==> config.mk <==
export PLATFORM = sky130hd
export DESIGN_NAME = envelope_bank_flat
export DESIGN_NICKNAME = d
export VERILOG_FILES = /design/src/rtl/envelope_bank_if.sv /design/src/rtl/envelope_bank.sv /design/src/flat_wrapper.sv
export SDC_FILE = /design/constraint.sdc
export NUM_CORES = 1
export LEC_CHECK = 0
export BUFFER_PORTS_ARGS = -buffer_cell sky130_fd_sc_hd__buf_4
export CELL_PAD_IN_SITES_DETAIL_PLACEMENT = 2
export CELL_PAD_IN_SITES_GLOBAL_PLACEMENT = 2
export CORE_ASPECT_RATIO = 1.5
export CORE_MARGIN = 2
export CORE_UTILIZATION = 34
export DETAILED_ROUTE_END_ITERATION = 16
export PLACE_DENSITY_LB_ADDON = 0.25
export SKIP_CTS_REPAIR_TIMING = 1
export SLEW_MARGIN = 20
export SYNTH_ARGS = -nofsm -noshare
export SYNTH_HDL_FRONTEND = slang
export SYNTH_SLANG_ARGS = --single-unit
==> constraint.sdc <==
create_clock -name clk_64 -period 2.5 [get_ports clk_64]
set_input_delay 0.125 -clock clk_64 [delete_from_list [all_inputs] [get_ports clk_64]]
set_output_delay 0.125 -clock clk_64 [all_outputs]
set_load 0.02 [all_outputs]
==> src/rtl/envelope_bank_if.sv <==
// envelope_bank_if: bundle between a channel-mixer controller and the
// envelope bank.
//
// Handshake: there is no backpressure. trigger is a per-channel
// single-cycle start pulse that is sampled on every rising clock edge.
// volume, active and step are registered and valid on every cycle.
//
// Signals:
//   trigger          per-channel start pulse
//   envelope_add     per-channel direction (1 = up, 0 = down)
//   repeat_mode      per-channel repeat (1) / hold (0) at the limit
//   period           per-channel step period, channel c at [c*PERIOD_W +: PERIOD_W]
//   starting_volume  per-channel start volume, channel c at [c*VOL_W +: VOL_W]
//   volume           per-channel current volume
//   active           per-channel envelope-running flag
//   step             per-channel one-cycle step/reload pulse
// Modports: master = controller side, slave = envelope bank side.
interface envelope_bank_if #(
    parameter int NUM_CH   = 4,
    parameter int VOL_W    = 4,
    parameter int PERIOD_W = 3
);
    logic [NUM_CH-1:0]          trigger;
    logic [NUM_CH-1:0]          envelope_add;
    logic [NUM_CH-1:0]          repeat_mode;
    logic [NUM_CH*PERIOD_W-1:0] period;
    logic [NUM_CH*VOL_W-1:0]    starting_volume;
    logic [NUM_CH*VOL_W-1:0]    volume;
    logic [NUM_CH-1:0]          active;
    logic [NUM_CH-1:0]          step;

    modport master (
        output trigger, envelope_add, repeat_mode, period, starting_volume,
        input  volume, active, step
    );

    modport slave (
        input  trigger, envelope_add, repeat_mode, period, starting_volume,
        output volume, active, step
    );
endinterface

==> src/rtl/envelope_bank.sv <==
// envelope_bank: multi-channel volume-envelope generator. It runs on the
// 64 Hz envelope clock.
//
// A trigger on a channel latches that channel's settings and loads the start
// volume. After that the channel steps its volume by one every `period`
// clocks. At the limit (max when adding, 0 when subtracting) the channel
// either stops or reloads the start volume and continues.
//
// Ports:
//   clk_64  envelope clock; all logic on the rising edge
//   reset   synchronous, active-high; clears every channel
//   bus     envelope_bank_if slave modport (inputs: settings and trigger;
//           outputs: volume, active, step, all registered)
module envelope_bank #(
    parameter int NUM_CH   = 4,
    parameter int VOL_W    = 4,
    parameter int PERIOD_W = 3
) (
    input  logic           clk_64,
    input  logic           reset,
    envelope_bank_if.slave bus
);

    localparam logic [VOL_W-1:0]    VOL_MAX = {VOL_W{1'b1}};
    localparam logic [PERIOD_W-1:0] CNT_ONE = PERIOD_W'(1);

    for (genvar c = 0; c < NUM_CH; c++) begin : g_ch
        // Input slices for this channel.
        logic                trg_in;
        logic                add_in;
        logic                rpt_in;
        logic [PERIOD_W-1:0] per_in;
        logic [VOL_W-1:0]    start_in;

        // Settings latched at trigger time.
        logic                dir_q;
        logic                rpt_q;
        logic [PERIOD_W-1:0] per_q;
        logic [VOL_W-1:0]    start_q;

        // Running state.
        logic [PERIOD_W-1:0] cnt_q;
        logic [VOL_W-1:0]    vol_q;
        logic                act_q;
        logic                step_q;

        // The limit this channel is heading towards, given its latched direction.
        logic at_limit;

        assign trg_in   = bus.trigger[c];
        assign add_in   = bus.envelope_add[c];
        assign rpt_in   = bus.repeat_mode[c];
        assign per_in   = bus.period[c*PERIOD_W +: PERIOD_W];
        assign start_in = bus.starting_volume[c*VOL_W +: VOL_W];

        assign at_limit = dir_q ? (vol_q == VOL_MAX) : (vol_q == '0);

        always_ff @(posedge clk_64) begin
            if (reset) begin
                dir_q   <= 1'b0;
                rpt_q   <= 1'b0;
                per_q   <= '0;
                start_q <= '0;
                cnt_q   <= '0;
                vol_q   <= '0;
                act_q   <= 1'b0;
                step_q  <= 1'b0;
            end else if (trg_in) begin
                // A trigger takes priority over any step event due this cycle.
                dir_q   <= add_in;
                rpt_q   <= rpt_in;
                per_q   <= per_in;
                start_q <= start_in;
                cnt_q   <= per_in;
                vol_q   <= start_in;
                act_q   <= (per_in != '0);
                step_q  <= 1'b0;
            end else begin
                step_q <= 1'b0;
                if (act_q) begin
                    // While active, the counter is never 0, because a zero
                    // period leaves the channel inactive.
                    if (cnt_q > CNT_ONE) begin
                        cnt_q <= cnt_q - CNT_ONE;
                    end else begin
                        cnt_q <= per_q;
                        if (!at_limit) begin
                            vol_q  <= dir_q ? (vol_q + 1'b1) : (vol_q - 1'b1);
                            step_q <= 1'b1;
                        end else if (rpt_q) begin
                            vol_q  <= start_q;
                            step_q <= 1'b1;
                        end else begin
                            // The limit has already been held for one full
                            // period, so the envelope now ends.
                            act_q <= 1'b0;
                        end
                    end
                end
            end
        end

        assign bus.volume[c*VOL_W +: VOL_W] = vol_q;
        assign bus.active[c]                = act_q;
        assign bus.step[c]                  = step_q;
    end

endmodule

==> src/flat_wrapper.sv <==
// flat-port wrapper written by rule: the top's interface ports become plain ports
module envelope_bank_flat 
#(
    parameter int NUM_CH   = 4,
    parameter int VOL_W    = 4,
    parameter int PERIOD_W = 3
)
  (clk_64, reset, bus_trigger, bus_envelope_add, bus_repeat_mode, bus_period, bus_starting_volume, bus_volume, bus_active, bus_step);
  envelope_bank_if #(.NUM_CH(NUM_CH), .VOL_W(VOL_W), .PERIOD_W(PERIOD_W)) bus_i ();
  input  logic clk_64;
  input  logic reset;
  input wire logic [$bits(bus_i.trigger)-1:0] bus_trigger;
  input wire logic [$bits(bus_i.envelope_add)-1:0] bus_envelope_add;
  input wire logic [$bits(bus_i.repeat_mode)-1:0] bus_repeat_mode;
  input wire logic [$bits(bus_i.period)-1:0] bus_period;
  input wire logic [$bits(bus_i.starting_volume)-1:0] bus_starting_volume;
  output wire logic [$bits(bus_i.volume)-1:0] bus_volume;
  output wire logic [$bits(bus_i.active)-1:0] bus_active;
  output wire logic [$bits(bus_i.step)-1:0] bus_step;
  assign bus_i.trigger = bus_trigger;
  assign bus_i.envelope_add = bus_envelope_add;
  assign bus_i.repeat_mode = bus_repeat_mode;
  assign bus_i.period = bus_period;
  assign bus_i.starting_volume = bus_starting_volume;
  assign bus_volume = bus_i.volume;
  assign bus_active = bus_i.active;
  assign bus_step = bus_i.step;
  envelope_bank #(.NUM_CH(NUM_CH), .VOL_W(VOL_W), .PERIOD_W(PERIOD_W)) u_core (.clk_64(clk_64), .reset(reset), .bus(bus_i));
endmodule
# ---- Word-level counts from Yosys, hierarchy flattened
# Index checks and enable logic that the tools add are counted.
dict set report totals {
  register_bits 72
  in_bits 42
  wordCells 144
}
dict set report op_classes {
  addsub 12
  order_cmp 4
  n_eq_ne 12
  muxes 60
  bitwise_logic 4
  reduce_logical 20
}
# op count
set op_table {}
lappend op_table {{$mux 4} 24}
lappend op_table {{$mux 3} 12}
lappend op_table {{$mux 1} 24}
lappend op_table {{$add 4x1->4 const B} 4}
lappend op_table {{$eq 4x4->1 const B} 4}
lappend op_table {{$logic_not 4->1} 4}
lappend op_table {{$reduce_or 4->1} 4}
lappend op_table {{$sub 4x1->4 const B} 4}
lappend op_table {{$gt 3x1->1 const B} 4}
lappend op_table {{$ne 3x2->1 const B} 4}
lappend op_table {{$reduce_and 3->1} 4}
lappend op_table {{$reduce_bool 3->1} 4}
lappend op_table {{$sub 3x1->3 const B} 4}
lappend op_table {{$ne 2x2->1 const B} 4}
lappend op_table {{$reduce_bool 2->1} 4}
lappend op_table {{$not 1->1} 4}

# ---- Depth between registers and ports, before layout
dict set report depth {
  depth_word 6
  depth_mapped 7
}

# ---- Worst setup path before layout
# No wires, ideal clock.
dict set report synth_path {
  path_type {reg-to-reg}
  from {reg u_core.g_ch[0].vol_q[3]}
  to {reg u_core.g_ch[0].vol_q[3]}
  setup_time_ns 0.126
  arrival_time_ns 1.755
  required_time_ns 2.374
  slack_ns 0.618
  path_stages_with_launch 6
  path_buffers 0
  period_less_slack_ns 1.882
  cell_sequence {dfxtp_1 > or4_4 > mux2_4 > o211a_4 > o311ai_1 > a21oi_1}
}
dict set report synth_between {
  elab_chain_len 6
}
# item line
set synth_lines {}
lappend synth_lines {{start: declaration} envelope_bank.sv:43} ;# logic [VOL_W-1:0] vol_q;
lappend synth_lines {{start signal: assignment} envelope_bank.sv:75} ;# vol_q <= start_in;
lappend synth_lines {{start signal: assignment} envelope_bank.sv:88} ;# vol_q <= dir_q ? (vol_q + 1'b1) : (vol_q - 1'b1);
lappend synth_lines {{start signal: assignment} envelope_bank.sv:91} ;# vol_q <= start_q;
lappend synth_lines {{$sub 4x1->4 (tied with other cells)} envelope_bank.sv:88}
lappend synth_lines {{$mux 4 / $mux 1 (equally long branches)} {envelope_bank.sv:88, envelope_bank.sv:56}}
lappend synth_lines {{$mux 4} envelope_bank.sv:87} ;# if (!at_limit) begin
lappend synth_lines {{$mux 4} envelope_bank.sv:83} ;# if (cnt_q > CNT_ONE) begin
lappend synth_lines {{$mux 4} envelope_bank.sv:80} ;# if (act_q) begin
lappend synth_lines {{$mux 4} envelope_bank.sv:68} ;# end else if (trg_in) begin
# Several ways; a longest one is shown, not always the timed one. The select of a mux whose other input is x is not followed.
# A chain may end at the register's enable or synchronous reset.

# ---- Worst setup path in the final report
dict set report layout_path {
  from {reg u_core.g_ch[1].cnt_q[0]}
  to {reg u_core.g_ch[1].vol_q[3]}
}
dict set report layout_between {
  elab_chain_len 3
}
# item line
set layout_lines {}
lappend layout_lines {{start: declaration} envelope_bank.sv:42} ;# logic [PERIOD_W-1:0] cnt_q;
lappend layout_lines {{start signal: assignment} envelope_bank.sv:74} ;# cnt_q <= per_in;
lappend layout_lines {{start signal: assignment} envelope_bank.sv:84} ;# cnt_q <= cnt_q - CNT_ONE;
lappend layout_lines {{start signal: assignment} envelope_bank.sv:86} ;# cnt_q <= per_q;
lappend layout_lines {{$gt 3x1->1} envelope_bank.sv:83}
lappend layout_lines {{$ne 2x2->1 (no line)} --}
lappend layout_lines {{$reduce_and 3->1 (no line)} --}
lappend layout_lines {{end signal: assignment} envelope_bank.sv:75}
lappend layout_lines {{end signal: assignment} envelope_bank.sv:88}
lappend layout_lines {{end signal: assignment} envelope_bank.sv:91}
lappend layout_lines {{end: declaration} envelope_bank.sv:43}
# Every way passes these cells.

==> flow_summary.json <==
{
  "detailed_place_hpwl_um": 7960,
  "globalRouteTotalUtil_pct": 19.1,
  "cts_max_level": 3,
  "setup_ws_ns": 0.384,
  "start_util_pct": 35.1,
  "grt_antenna_before_repair": 0,
  "p_per_area_mw_per_mm2": 700,
  "multiInputGateArea_sq_mm": 0.00221,
  "numCtsBuffers": 9,
  "dieWidth_um": 91.5,
  "worst_setup_path_startpoint": "u_core.g_ch[1].cnt_q[0]",
  "yosys.cell_types.count": 52,
  "postRouteWirelength_um": 11300,
  "placeableCoreArea_sq_mm": 0.0111,
  "finalWorstPathRequiredPeriod_ns": 2.12,
  "critPathLaunchType": "register",
  "final_net_count": 557,
  "report.final.slew_viol_count": 0,
  "worstSetupPathType": "reg -> reg",
  "grt_overflow_total": 0,
  "arrival_ns": 2.32,
  "setup_viol": 0,
  "clk_pin_slew_ns": 0.06,
  "drcViolationCount": 0,
  "synth.area.top_cells": "sky130_fd_sc_hd__dfxtp_1 (37%), sky130_fd_sc_hd__mux2i_1 (8.7%), sky130_fd_sc_hd__ha_1 (5.1%)",
  "tritoncts": "done",
  "tightestPinTransition_ns": 0.729,
  "maximum_net_fanout_on_the_critical_path": 6,
  "maximum_number_of_buffers_from_clock_root_to_sink": 2,
  "clk_latency_ns": 0.33,
  "p_leak_nw": 2.04,
  "reg2reg_depth": 6,
  "cts_root_buf": "sky130_fd_sc_hd__clkbuf_16",
  "routed_wire_length_per_instance_um": 17.4,
  "synth_seq_area_share_pct": 36.9,
  "r2r_setup_slack_ns": 0.38,
  "routed-via-count": 3412,
  "leading_area_contributor_after_synthesis": "sky130_fd_sc_hd__dfxtp_1",
  "synth_largest_type_area_fraction_pct": 36.9,
  "drt.antenna.violating_nets": 0,
  "final_hold_vios": 0,
  "fillCellCount": 1241,
  "grt_pass1_vias": 3846,
  "critPathRequiredTime_ns": 2.70,
  "timing.final.crit_share_pct": 84.6,
  "preCtsSetupSlack_ns": 0.453,
  "core.rowCount": 47,
  "syn_inst": 443,
  "crit-reg2reg-capture": "u_core.g_ch[1].vol_q[3]",
  "detail_route.first_pass.iterations": 3,
  "cap_viol_max_count": 0,
  "critPathCaptureType": "register",
  "synth_enable_flop_cells": 0,
  "route.detailed.vias_per_inst": 5.27,
  "synthToLayoutAreaGrowth_pct": 21.7,
  "detail_route.iter0.violations": 38,
  "syn-mean-instance-area_sq_um": 8.81,
  "synthesis.yosys.warnings": 0,
  "layout.cells.most_common_list": "sky130_fd_sc_hd__dfxtp_1 (72), sky130_fd_sc_hd__buf_4 (68), sky130_fd_sc_hd__nor2_1 (42), sky130_fd_sc_hd__a21oi_1 (38)",
  "dieArea_sq_mm": 0.0124,
  "most_frequent_standard_cell_in_the_layout_excluding_fill_and_tap_cells": "sky130_fd_sc_hd__dfxtp_1",
  "reg2reg_from": "u_core.g_ch[1].cnt_q[0]",
  "grt_start_max_net_pins": 66,
  "seq_area_sq_mm": 0.00144,
  "cp-endpoint": "u_core.g_ch[1].vol_q[3]",
  "post_route_cells_drive_above_1_share_pct": 19.4,
  "timing.max_slew.rel_slack_pct": 51.4,
  "synthArstFlopShare_pct": 0,
  "hold_path_class": "in -> reg",
  "ys_seq_elements": 72,
  "aggregate_negative_setup_slack_ns": 0,
  "diodes": 0,
  "grt_first_pass_wirelength_um": 19000,
  "netlist_area_sq_mm": 0.00390,
  "pin_count": 66,
  "routability_driven_placement_congestion_ratio": 0.747,
  "max-vdd-ir-drop_mv": 0.309,
  "synth_ff_type": "sky130_fd_sc_hd__dfxtp_1",
  "floorplan.die.height_um": 135,
  "postSynthNetCount": 505,
  "outcome": "finished, final reports clean",
  "buffer_ports.inserted": 65,
  "clock-sinks": 72,
  "timing.clock.skew_ns": 0.00520,
  "unrepaired_setup_endpoints_after_global_routing": "false",
  "max_clock_freq_mhz": 473
}
## cells in the mapped netlist (8+ instances only)
cell type                  count
sky130_fd_sc_hd__xnor2_1       8
sky130_fd_sc_hd__nor3_1       13
sky130_fd_sc_hd__nand2_1      34
sky130_fd_sc_hd__o21ai_0      20
sky130_fd_sc_hd__nor2_1       42
sky130_fd_sc_hd__clkbuf_1     11
sky130_fd_sc_hd__ha_1         16
sky130_fd_sc_hd__nand3b_1      8
sky130_fd_sc_hd__inv_1        30
sky130_fd_sc_hd__buf_4         8
sky130_fd_sc_hd__dfxtp_1      72
sky130_fd_sc_hd__mux2i_1      34
sky130_fd_sc_hd__a21oi_1      38
## layout make-up
class | count | share of cell area [%]
multi-input combinational | 313 | 46.6
sequential | 72 | 30.3
timing repair buffer | 68 | 10.7
clock buffer | 13 | 5.69
tap | 147 | 3.87
inverter | 31 | 2.45
clock inverter | 3 | 0.316
## sequential cells by signal, summed over array words and instances, names as in the netlist
register / cells
u_core.g_ch.vol_q: 16
u_core.g_ch.step_q: 4
u_core.g_ch.rpt_q: 4
u_core.g_ch.dir_q: 4
u_core.g_ch.start_q: 16
u_core.g_ch.cnt_q: 12
u_core.g_ch.per_q: 12
u_core.g_ch.act_q: 4
## worst max-delay path, cell delays in order, from the launching register on
cell                        delay [ns]
sky130_fd_sc_hd__dfxtp_1          0.38
sky130_fd_sc_hd__ha_1             0.16
sky130_fd_sc_hd__o21ba_2          0.18
sky130_fd_sc_hd__nor2_1           0.30
sky130_fd_sc_hd__o211ai_1         0.34
sky130_fd_sc_hd__a2111oi_0        0.54
sky130_fd_sc_hd__nor3_1           0.08
## layer usage
| layer | share of wire (%) | global-route usage [%] |
|---|---|---|
| met4 | 1.1 | 5.13 |
| met2 | 54 | 36.2 |
| met1 | 41 | 21.5 |
| met5 | 0 | 0 |
| met3 | 3.1 | 3.62 |
## through the flow
step	hold slack, ns	std cells	power (mW)	utilization (%)	area (sq um)
floorplan	0.272	443	1.86	-	3910
global placement	0.358	631	2.08	40.2	4470
detailed placement	0.376	631	2.12	40.2	4470
CTS	0.0274	647	3.37	42.8	4750
global route	0.0474	647	3.53	42.8	4750
finish	0.0308	647	3.33	42.8	4750
## logic make-up (layout without fill, tap and decap cells)
| family | Yosys count | after routing | share of synthesized area, % |
|---|---|---|---|
| AND/OR/NAND/NOR | 125 | 125 | 15.5 |
| multiplexers | 35 | 35 | 9.10 |
| adder cells (fa/ha/maj) | 20 | 20 | 7.18 |
| buffers and inverters | 58 | 115 | 6.38 |
| AO/OA/AOI/OAI | 121 | 121 | 22.2 |
| flip-flops | 72 | 72 | 36.9 |
| XOR/XNOR | 12 | 12 | 2.69 |
## worst min path at each step
stage / end / start / cells past startpoint / slack [ns]
2_1_floorplan: u_core.g_ch[2].start_q[1] / bus_starting_volume[9] / 2 / 0.27
4_1_cts: u_core.g_ch[1].dir_q / bus_envelope_add[1] / 3 / 0.03
3_3_place_gp: u_core.g_ch[1].dir_q / bus_envelope_add[1] / 3 / 0.36
5_1_grt: u_core.g_ch[1].dir_q / bus_envelope_add[1] / 3 / 0.05
3_5_place_dp: u_core.g_ch[1].dir_q / bus_envelope_add[1] / 3 / 0.38
6_report: u_core.g_ch[1].dir_q / bus_envelope_add[1] / 3 / 0.03
## power breakdown
| part | switching (mW) | leakage [nW] | internal (mW) |
|---|---|---|---|
| Sequential | 0.112 | 0.595 | 1.23 |
| Combinational | 0.402 | 1.30 | 0.344 |
| Clock | 0.487 | 0.145 | 0.748 |
| Total | 1.00 | 2.04 | 2.33 |
No activity file was read; power rests on OpenSTA's default activity.
